**config.mk**
```make
export PLATFORM = sky130hd
export DESIGN_NAME = aes_round_sequencer_flat
export DESIGN_NICKNAME = d
export VERILOG_FILES = /design/src/rtl/aes_round_sequencer_if.sv /design/src/rtl/aes_round_sequencer.sv /design/src/flat_wrapper.sv
export SDC_FILE = /design/constraint.sdc
export NUM_CORES = 1
export LEC_CHECK = 0
export CORE_AREA = 4 4 507 509
export CTS_BUF_LIST = sky130_fd_sc_hd__clkbuf_16
export DETAILED_ROUTE_END_ITERATION = 12
export DIE_AREA = 0 0 511 513
export GPL_TIMING_DRIVEN = 1
export PLACE_DENSITY = 0.39
export SYNTH_ARGS = -nofsm -noshare
export SYNTH_HDL_FRONTEND = slang
export SYNTH_SLANG_ARGS = --single-unit
```
**constraint.sdc**
```tcl
create_clock -name clk_i -period 2.5 [get_ports clk_i]
set_input_delay 0.75 -clock clk_i [delete_from_list [all_inputs] [get_ports clk_i]]
set_output_delay 0.75 -clock clk_i [all_outputs]
set_load 0.03 [all_outputs]
```
**src/rtl/aes_round_sequencer_if.sv**
```systemverilog
// Block request/result handshake between the cipher front-end (master) and aes_round_sequencer (slave).
interface aes_round_sequencer_if;
   logic         in_valid_i;
   logic         in_ready_o;
   logic [1:0]   in_op_i;
   logic [127:0] in_data_i;
   logic [127:0] in_key_i;
   logic         out_valid_o;
   logic         out_ready_i;
   logic [127:0] out_data_o;

   modport master (
      output in_valid_i, in_op_i, in_data_i, in_key_i, out_ready_i,
      input  in_ready_o, out_valid_o, out_data_o
   );

   modport slave (
      input  in_valid_i, in_op_i, in_data_i, in_key_i, out_ready_i,
      output in_ready_o, out_valid_o, out_data_o
   );
endinterface

```
**src/rtl/aes_round_sequencer.sv**
```systemverilog
// Iterative AES-128 round controller: owns state/round-key registers and sequences the shared units.
// Build option AES_SEQ_CLEAR_EN adds a CLEAR cycle that wipes state and key before returning to IDLE.
//
// state  | meaning
// IDLE   | in_ready_o=1, waiting for a block request
// INIT   | initial AddRoundKey, pulse ke_clear_o, round <= 1
// ROUND  | request sub_bytes and key_expand, capture both results
// FINISH | combine shift_rows/mix_columns result with the new round key
// OUT    | hold result until out_ready_i
// ERR    | one-cycle err_o after a unit timeout
// CLEAR  | zero state/key registers (AES_SEQ_CLEAR_EN only)
module aes_round_sequencer #(
   parameter int NumRounds = 10,
   parameter int SbTimeout = 15
) (
   input  logic                 clk_i,
   input  logic                 rst_ni,
   aes_round_sequencer_if.slave bus,
   output logic                 sb_en_o,
   output logic [1:0]           sb_op_o,
   output logic [127:0]         sb_data_o,
   input  logic                 sb_req_i,
   input  logic [127:0]         sb_data_i,
   output logic                 sb_ack_o,
   output logic [127:0]         sr_data_o,
   input  logic [127:0]         sr_data_i,
   input  logic [127:0]         mc_data_i,
   output logic                 ke_clear_o,
   output logic                 ke_en_o,
   output logic [3:0]           ke_round_o,
   output logic [127:0]         ke_key_o,
   input  logic                 ke_req_i,
   input  logic [127:0]         ke_key_i,
   output logic                 ke_ack_o,
   output logic                 err_o
);

   localparam int              TimerW    = $clog2(SbTimeout + 1);
   localparam logic [TimerW-1:0] TimerLoad = TimerW'(SbTimeout);
   localparam logic [3:0]      LastRound = 4'(NumRounds);
   localparam logic [1:0]      OpEnc     = 2'b01;
   localparam logic [1:0]      OpDec     = 2'b10;

   typedef enum logic [2:0] {
      S_IDLE   = 3'd0,
      S_INIT   = 3'd1,
      S_ROUND  = 3'd2,
      S_FINISH = 3'd3,
      S_OUT    = 3'd4,
      S_ERR    = 3'd5,
      S_CLEAR  = 3'd6
   } state_e;

   state_e              fsm;
   logic [127:0]        state_q;
   logic [127:0]        key_q;
   logic [127:0]        sb_q;
   logic [127:0]        nk_q;
   logic [1:0]          op_q;
   logic [3:0]          round_q;
   logic [TimerW-1:0]   timer_q;
   logic                sb_got_q;
   logic                ke_got_q;
   logic                in_ready_q;
   logic                out_valid_q;
   logic                sb_hit;
   logic                ke_hit;
   logic                last_round;

   // A unit result is taken in the very cycle its req is seen, so the acks are not registered.
   assign sb_hit     = sb_en_o & sb_req_i;
   assign ke_hit     = ke_en_o & ke_req_i;
   assign sb_ack_o   = sb_hit;
   assign ke_ack_o   = ke_hit;
   assign last_round = (round_q == LastRound);

   assign sb_op_o         = op_q;
   assign sb_data_o       = state_q;
   assign sr_data_o       = sb_q;
   assign ke_key_o        = key_q;
   assign ke_round_o      = round_q;
   assign bus.in_ready_o  = in_ready_q;
   assign bus.out_valid_o = out_valid_q;
   assign bus.out_data_o  = state_q;

   always_ff @(posedge clk_i or negedge rst_ni) begin
      if (!rst_ni) begin
         fsm         <= S_IDLE;
         state_q     <= '0;
         key_q       <= '0;
         sb_q        <= '0;
         nk_q        <= '0;
         op_q        <= '0;
         round_q     <= '0;
         timer_q     <= '0;
         sb_got_q    <= 1'b0;
         ke_got_q    <= 1'b0;
         in_ready_q  <= 1'b1;
         out_valid_q <= 1'b0;
         sb_en_o     <= 1'b0;
         ke_en_o     <= 1'b0;
         ke_clear_o  <= 1'b0;
         err_o       <= 1'b0;
      end else begin
         ke_clear_o <= 1'b0;
         err_o      <= 1'b0;
         case (fsm)
            S_IDLE: begin
               if (bus.in_valid_i) begin
                  if (bus.in_op_i == OpEnc || bus.in_op_i == OpDec) begin
                     state_q    <= bus.in_data_i;
                     key_q      <= bus.in_key_i;
                     op_q       <= bus.in_op_i;
                     in_ready_q <= 1'b0;
                     ke_clear_o <= 1'b1;
                     fsm        <= S_INIT;
                  end else begin
                     err_o <= 1'b1;
                  end
               end
            end
            S_INIT: begin
               state_q  <= state_q ^ key_q;
               round_q  <= 4'd1;
               sb_en_o  <= 1'b1;
               ke_en_o  <= 1'b1;
               sb_got_q <= 1'b0;
               ke_got_q <= 1'b0;
               timer_q  <= TimerLoad;
               fsm      <= S_ROUND;
            end
            S_ROUND: begin
               if (sb_hit) begin
                  sb_q     <= sb_data_i;
                  sb_en_o  <= 1'b0;
                  sb_got_q <= 1'b1;
               end
               if (ke_hit) begin
                  nk_q     <= ke_key_i;
                  ke_en_o  <= 1'b0;
                  ke_got_q <= 1'b1;
               end
               if ((sb_got_q | sb_hit) && (ke_got_q | ke_hit)) begin
                  fsm <= S_FINISH;
               end else if (timer_q == '0) begin
                  sb_en_o <= 1'b0;
                  ke_en_o <= 1'b0;
                  err_o   <= 1'b1;
                  fsm     <= S_ERR;
               end else begin
                  timer_q <= timer_q - TimerW'(1);
               end
            end
            S_FINISH: begin
               state_q <= (last_round ? sr_data_i : mc_data_i) ^ nk_q;
               key_q   <= nk_q;
               if (last_round) begin
                  out_valid_q <= 1'b1;
                  fsm         <= S_OUT;
               end else begin
                  round_q  <= round_q + 4'd1;
                  sb_en_o  <= 1'b1;
                  ke_en_o  <= 1'b1;
                  sb_got_q <= 1'b0;
                  ke_got_q <= 1'b0;
                  timer_q  <= TimerLoad;
                  fsm      <= S_ROUND;
               end
            end
            S_OUT: begin
               if (bus.out_ready_i) begin
                  out_valid_q <= 1'b0;
`ifdef AES_SEQ_CLEAR_EN
                  fsm <= S_CLEAR;
`else
                  in_ready_q <= 1'b1;
                  fsm        <= S_IDLE;
`endif
               end
            end
            S_ERR: begin
`ifdef AES_SEQ_CLEAR_EN
               fsm <= S_CLEAR;
`else
               in_ready_q <= 1'b1;
               fsm        <= S_IDLE;
`endif
            end
`ifdef AES_SEQ_CLEAR_EN
            S_CLEAR: begin
               state_q    <= '0;
               key_q      <= '0;
               in_ready_q <= 1'b1;
               fsm        <= S_IDLE;
            end
`endif
            default: begin
               in_ready_q <= 1'b1;
               fsm        <= S_IDLE;
            end
         endcase
      end
   end

endmodule
```
**src/flat_wrapper.sv**
```systemverilog
// flat-port wrapper written by rule: the top's interface ports become plain ports
module aes_round_sequencer_flat 
#(
   parameter int NumRounds = 10,
   parameter int SbTimeout = 15
)
  (clk_i, rst_ni, sb_en_o, sb_op_o, sb_data_o, sb_req_i, sb_data_i, sb_ack_o, sr_data_o, sr_data_i, mc_data_i, ke_clear_o, ke_en_o, ke_round_o, ke_key_o, ke_req_i, ke_key_i, ke_ack_o, err_o, bus_in_valid_i, bus_in_op_i, bus_in_data_i, bus_in_key_i, bus_out_ready_i, bus_in_ready_o, bus_out_valid_o, bus_out_data_o);
  aes_round_sequencer_if bus_i ();
  input  logic clk_i;
  input  logic rst_ni;
  output logic sb_en_o;
  output logic [1:0] sb_op_o;
  output logic [127:0] sb_data_o;
  input  logic sb_req_i;
  input  logic [127:0] sb_data_i;
  output logic sb_ack_o;
  output logic [127:0] sr_data_o;
  input  logic [127:0] sr_data_i;
  input  logic [127:0] mc_data_i;
  output logic ke_clear_o;
  output logic ke_en_o;
  output logic [3:0] ke_round_o;
  output logic [127:0] ke_key_o;
  input  logic ke_req_i;
  input  logic [127:0] ke_key_i;
  output logic ke_ack_o;
  output logic err_o;
  input wire logic [$bits(bus_i.in_valid_i)-1:0] bus_in_valid_i;
  input wire logic [$bits(bus_i.in_op_i)-1:0] bus_in_op_i;
  input wire logic [$bits(bus_i.in_data_i)-1:0] bus_in_data_i;
  input wire logic [$bits(bus_i.in_key_i)-1:0] bus_in_key_i;
  input wire logic [$bits(bus_i.out_ready_i)-1:0] bus_out_ready_i;
  output wire logic [$bits(bus_i.in_ready_o)-1:0] bus_in_ready_o;
  output wire logic [$bits(bus_i.out_valid_o)-1:0] bus_out_valid_o;
  output wire logic [$bits(bus_i.out_data_o)-1:0] bus_out_data_o;
  assign bus_i.in_valid_i = bus_in_valid_i;
  assign bus_i.in_op_i = bus_in_op_i;
  assign bus_i.in_data_i = bus_in_data_i;
  assign bus_i.in_key_i = bus_in_key_i;
  assign bus_i.out_ready_i = bus_out_ready_i;
  assign bus_in_ready_o = bus_i.in_ready_o;
  assign bus_out_valid_o = bus_i.out_valid_o;
  assign bus_out_data_o = bus_i.out_data_o;
  aes_round_sequencer #(.NumRounds(NumRounds), .SbTimeout(SbTimeout)) u_core (.clk_i(clk_i), .rst_ni(rst_ni), .bus(bus_i), .sb_en_o(sb_en_o), .sb_op_o(sb_op_o), .sb_data_o(sb_data_o), .sb_req_i(sb_req_i), .sb_data_i(sb_data_i), .sb_ack_o(sb_ack_o), .sr_data_o(sr_data_o), .sr_data_i(sr_data_i), .mc_data_i(mc_data_i), .ke_clear_o(ke_clear_o), .ke_en_o(ke_en_o), .ke_round_o(ke_round_o), .ke_key_o(ke_key_o), .ke_req_i(ke_req_i), .ke_key_i(ke_key_i), .ke_ack_o(ke_ack_o), .err_o(err_o));
endmodule
```
# Word-level counts from Yosys, hierarchy flattened
# Cells that the tools add are included.
# Widths: inputs -> output; s select.
# word_totals
out_inout_bits	526
inputBits	776
regBits	533
wordCells	114
# classes
n_reduce_logical	23
eq_ne	17
add_sub_neg	2
bitwise	7
mux	49
# ops
op	n
$mux 128	5
$pmux 128 s3	1
$pmux 128 s2	1
$xor 128x128->128	2
$mux 1	22
$mux 3	6
$reduce_and 3->1	6
$mux 4	4
$pmux 1 s3	5
$pmux 3 s5	1
$pmux 4 s3	1
$reduce_and 4->1	3
$ne 2x2->1 const B	5
$ne 2x1->1 const B	4
$pmux 4 s2	1
$reduce_and 2->1	4
$eq 3x2->1 const B	2
$reduce_bool 2->1	3
$reduce_bool 3->1	2
$add 4x1->4 const B	1
$eq 4x4->1 const B	1
$logic_not 4->1	1
$pmux 1 s2	2
$sub 4x1->4 const B	1
12 further kinds	14

# Depth between registers and ports, before layout
# logic_depth
word_depth	5
ltp_mapped	10

# Least setup slack after synthesis
# OpenSTA, ideal clock, no wires.
# synth_path
path_type	flip-flop to flip-flop
start	register u_core.round_q[0], in the netlist u_core.ke_round_o[0]
end	register u_core.timer_q[1]
path_buffers	1
setup_time_ns	0.124
path_stages_with_launch	8
synth_period_minus_slack_ns	2.337
setup_slack_ns	0.163
t_arrival_ns	2.213
cell_sequence	dfrtp_1 > inv_1 > ha_1 > and3b_1 > buf_2 > a2111o_1 > or4b_1 > o31a_1
# synth_between
elab_chain_len	3
# synth_rtl
element	line_no	source
from (decl)	aes_round_sequencer.sv:60	logic [3:0] round_q;
from (signal assigned)	aes_round_sequencer.sv:161	round_q <= round_q + 4'd1;
$eq 4x4->1	aes_round_sequencer.sv:75	assign last_round = (round_q == LastRound);
$ne 2x2->1 (no line)	--	
$reduce_and 4->1 (no line)	--	
to (signal assigned)	aes_round_sequencer.sv:129	timer_q <= TimerLoad;
to (signal assigned)	aes_round_sequencer.sv:151	timer_q <= timer_q - TimerW'(1);
to (signal assigned)	aes_round_sequencer.sv:166	timer_q <= TimerLoad;
to (decl)	aes_round_sequencer.sv:61	logic [TimerW-1:0] timer_q;
# Every way passes these cells.
# A chain may end at the register's enable or synchronous reset.

# Worst setup path in the final report
# layout_path
start	input port ke_req_i
end	output port ke_ack_o
# layout_between
elab_chain_len	1
# layout_rtl
element	line_no	source
from (decl)	flat_wrapper.sv:24	input logic ke_req_i;
$and 1x1->1	aes_round_sequencer.sv:72	assign ke_hit = ke_en_o & ke_req_i;
to (decl)	flat_wrapper.sv:26	output logic ke_ack_o;
# Every way passes these cells.

==> flow_summary.json <==
{
  "status": "completed",
  "filler_cell_count": 27925,
  "hold_class": "reg2reg",
  "cp_max_fo": 2,
  "synth_cell_types": 41,
  "synth_cells": 2473,
  "first_pass_iters": 5,
  "via_per_inst": 3.58,
  "antenna_found_initial": 136,
  "worstPathArrival_ns": 1.72,
  "die_w_um": 511,
  "place_inst": 7051,
  "grt_pass1_wl_um": 269000,
  "clkPwrFrac_pct": 18.3,
  "p_sw_mw": 30.3,
  "overflow": 0,
  "stdcell_count": 7236,
  "syn_area_per_cell_um2": 11.1,
  "cp.required_ns": 1.75,
  "start_kind": "input port",
  "p_comb_share_pct": 53.2,
  "tightest_slew_ns": 0.786,
  "ys_top_cells_by_count": "dfrtp_1, mux2_2, mux2i_1",
  "row_count": 185,
  "coreArea_mm2": 0.253,
  "end_kind": "primary output",
  "globalplace.congestion": 0.848,
  "yosys_warnings": 0,
  "h-tree-depth": 3,
  "holdWs_ns": 0.495,
  "pre_cts_ws_ns": -0.439,
  "fmax_mhz": 405,
  "port-buffer-count": 1301,
  "path_clk_slew_ns": 0.05,
  "num_vias": 25873,
  "grt_pass1_vias": 27032,
  "ant_nets": 0,
  "cts_root_buf": "clkbuf_16",
  "synthTopCellsByArea": "dfrtp_1, mux2_2, mux2i_1, xor2_1, buf_4",
  "grt_max_degree": 86,
  "max_cap_violations": 0,
  "wl_per_cell_um": 28.8,
  "worstSetupPathType": "in2out",
  "cts_made_buffers": 81,
  "setup_viol_count_final": 0,
  "area_growth_pct": 73.7,
  "finalSetupTns_ns": 0,
  "cts.path.max_buffers": 3,
  "finalWorstSetupSlack_ns": 0.0318,
  "die-area_mm2": 0.262,
  "cts.sinks": 533,
  "period_share_pct": 98.7,
  "p_per_area_mw_per_mm2": 1300,
  "fin_nets": 4568,
  "initial_core_util_pct": 10.8,
  "slew_headroom_pct": 47.6,
  "final.setup_skew_ns": 0.0459,
  "hold_viol_final": 0,
  "final_layout_size_suffix_gt1_share_pct": 20.2,
  "grt_usage_pct": 15.2,
  "p_seq_share_pct": 28.6,
  "drcViolationCount": 0,
  "boundaryPins": 1302,
  "rsz0062_at_grt": "no",
  "die_h_um": 513,
  "syn_area_mm2": 0.0274,
  "intPower_mw": 31.6,
  "dp_hpwl_um": 173000,
  "p_leak_nw": 19.2,
  "finalMaxSlewViolations": 0,
  "p_sw_share_pct": 49.0,
  "clk_latency_ns": 0.72,
  "async_flop_share_pct": 100,
  "synth_seq_cells": 533,
  "yosysMostFrequentCell": "dfrtp_1",
  "power_mw": 61.9,
  "synth.net_count": 3252,
  "yosysSeqAreaShare_pct": 48.7,
  "min_period_ns": 2.47,
  "ys.flop_type": "dfrtp_1",
  "drt_iter0_drc": 1501,
  "synth-edff-count": 0,
  "yosysTopAreaCell": "dfrtp_1",
  "cts_tree": "built",
  "drt_wl_total_um": 208000,
  "synth_top_area_share_pct": 48.6,
  "vdd_drop_max_uv": 548
}
## stage by stage
step | instance area (um^2) | util [%]
after floorplan | 27400 | -
after global placement | 45100 | 17.8
after detailed placement | 45100 | 17.8
after CTS | 47300 | 18.7
after global routing | 47600 | 18.8
final | 47600 | 18.8
## worst paths after layout
check | startpoint | to | slack [ns] | depth (start not counted)
setup reg to reg | u_core.ke_round_o[0] | u_core.bus.out_data_o[32] | 0.11 | 8
hold / removal | u_core.sr_data_o[116] | u_core.sr_data_o[116] | 0.50 | 1
min in group asynchronous | rst_ni | u_core.sr_data_o[49] | 0.52 | 2
hold reg to reg | u_core.sr_data_o[116] | u_core.sr_data_o[116] | 0.50 | 1
setup / recovery | ke_req_i | ke_ack_o | 0.03 | 4
max in group asynchronous | rst_ni | u_core.bus.out_data_o[57] | 0.99 | 4
## critical path, stage by stage
cell	delay, ns
clkdlybuf4s50_1	0.53
and2_4	0.16
buf_4	0.11
buf_4	0.16
## sequential cells by signal, indices dropped and copies added (netlist names)
| name | cells |
|---|---|
| u_core.bus.in_ready_o | 1 |
| u_core.bus.out_data_o | 128 |
| u_core.bus.out_valid_o | 1 |
| u_core.err_o | 1 |
| u_core.fsm | 3 |
| u_core.ke_clear_o | 1 |
| u_core.ke_en_o | 1 |
| u_core.ke_got_q | 1 |
| u_core.ke_key_o | 128 |
| u_core.ke_round_o | 4 |
| u_core.nk_q | 128 |
| u_core.sb_en_o | 1 |
| u_core.sb_got_q | 1 |
| u_core.sb_op_o | 2 |
| u_core.sr_data_o | 128 |
| u_core.timer_q | 4 |
## timing repair
action,4_1_cts,5_1_grt
gates resized for setup,542,4
pin swaps,0,1
setup buffers,2,16
hold buffers,1,0
endpoints found under the hold margin,22,0
endpoints found under the setup margin,422,22
cloned,0,2
## layer usage
metal,track usage (%),share of wire (%),routed length (um)
met4,4.28,2.7,5550
met5,0,0.30,618
met2,24.6,46,95400
met3,8.41,12,25300
met1,17.2,39,81200
## cell usage in the layout, fill, tap and decap left out, drive strengths merged, types with 3 or more instances in the layout
cell type      instances
nor2                 139
buf                  342
bufinv                 4
and2                   5
diode                 25
clkinvlp               5
clkbuf                86
a22oi                  3
nand2                139
nor3b                129
clkdlybuf4s50        774
mux2i                256
ha                     3
mux2                 256
a21oi                138
dfrtp                532
dlygate4sd2          347
clkdlybuf4s15         67
nor3                   6
o21ai                144
or3b                   4
o31ai                128
and3                   4
o211ai               128
xor2                 129
inv                   27
clkinv                27
## cell families after synthesis
kind of cell / share of synthesized area, %
AOI/OAI and AO/OA: 12.6
DFF: 48.7
muxes: 19.9
and+or+nand+nor: 8.11
buffers and inverters: 6.48
xor gates and xnor gates: 4.12
adders and majority gates: 0.137
## cell type report
class / instances / area (um^2) / share of cell area (%)
diodes: 25 / 62.6 / 0.131
clock buffers: 82 / 2050 / 4.31
clock inverters: 57 / 505 / 1.06
inverters: 6 / 22.5 / 0.0473
multi-input cells: 1632 / 12400 / 26.0
flip-flops and latches: 533 / 13400 / 28.1
well taps: 3366 / 4210 / 8.85
repair buffers: 1535 / 15000 / 31.6
## power by group through the flow
stage | sequential, mW | combinational [mW] | clock (mW)
global route | 18.3 | 35.1 | 12.1
detailed placement | 18.0 | 35.6 | 0
finish | 17.7 | 32.9 | 11.3
floorplan | 21.9 | 13.3 | 0
CTS | 17.8 | 33.7 | 11.9
global placement | 17.8 | 35.5 | 0
Note: power is estimated with default switching activity, not from simulation.
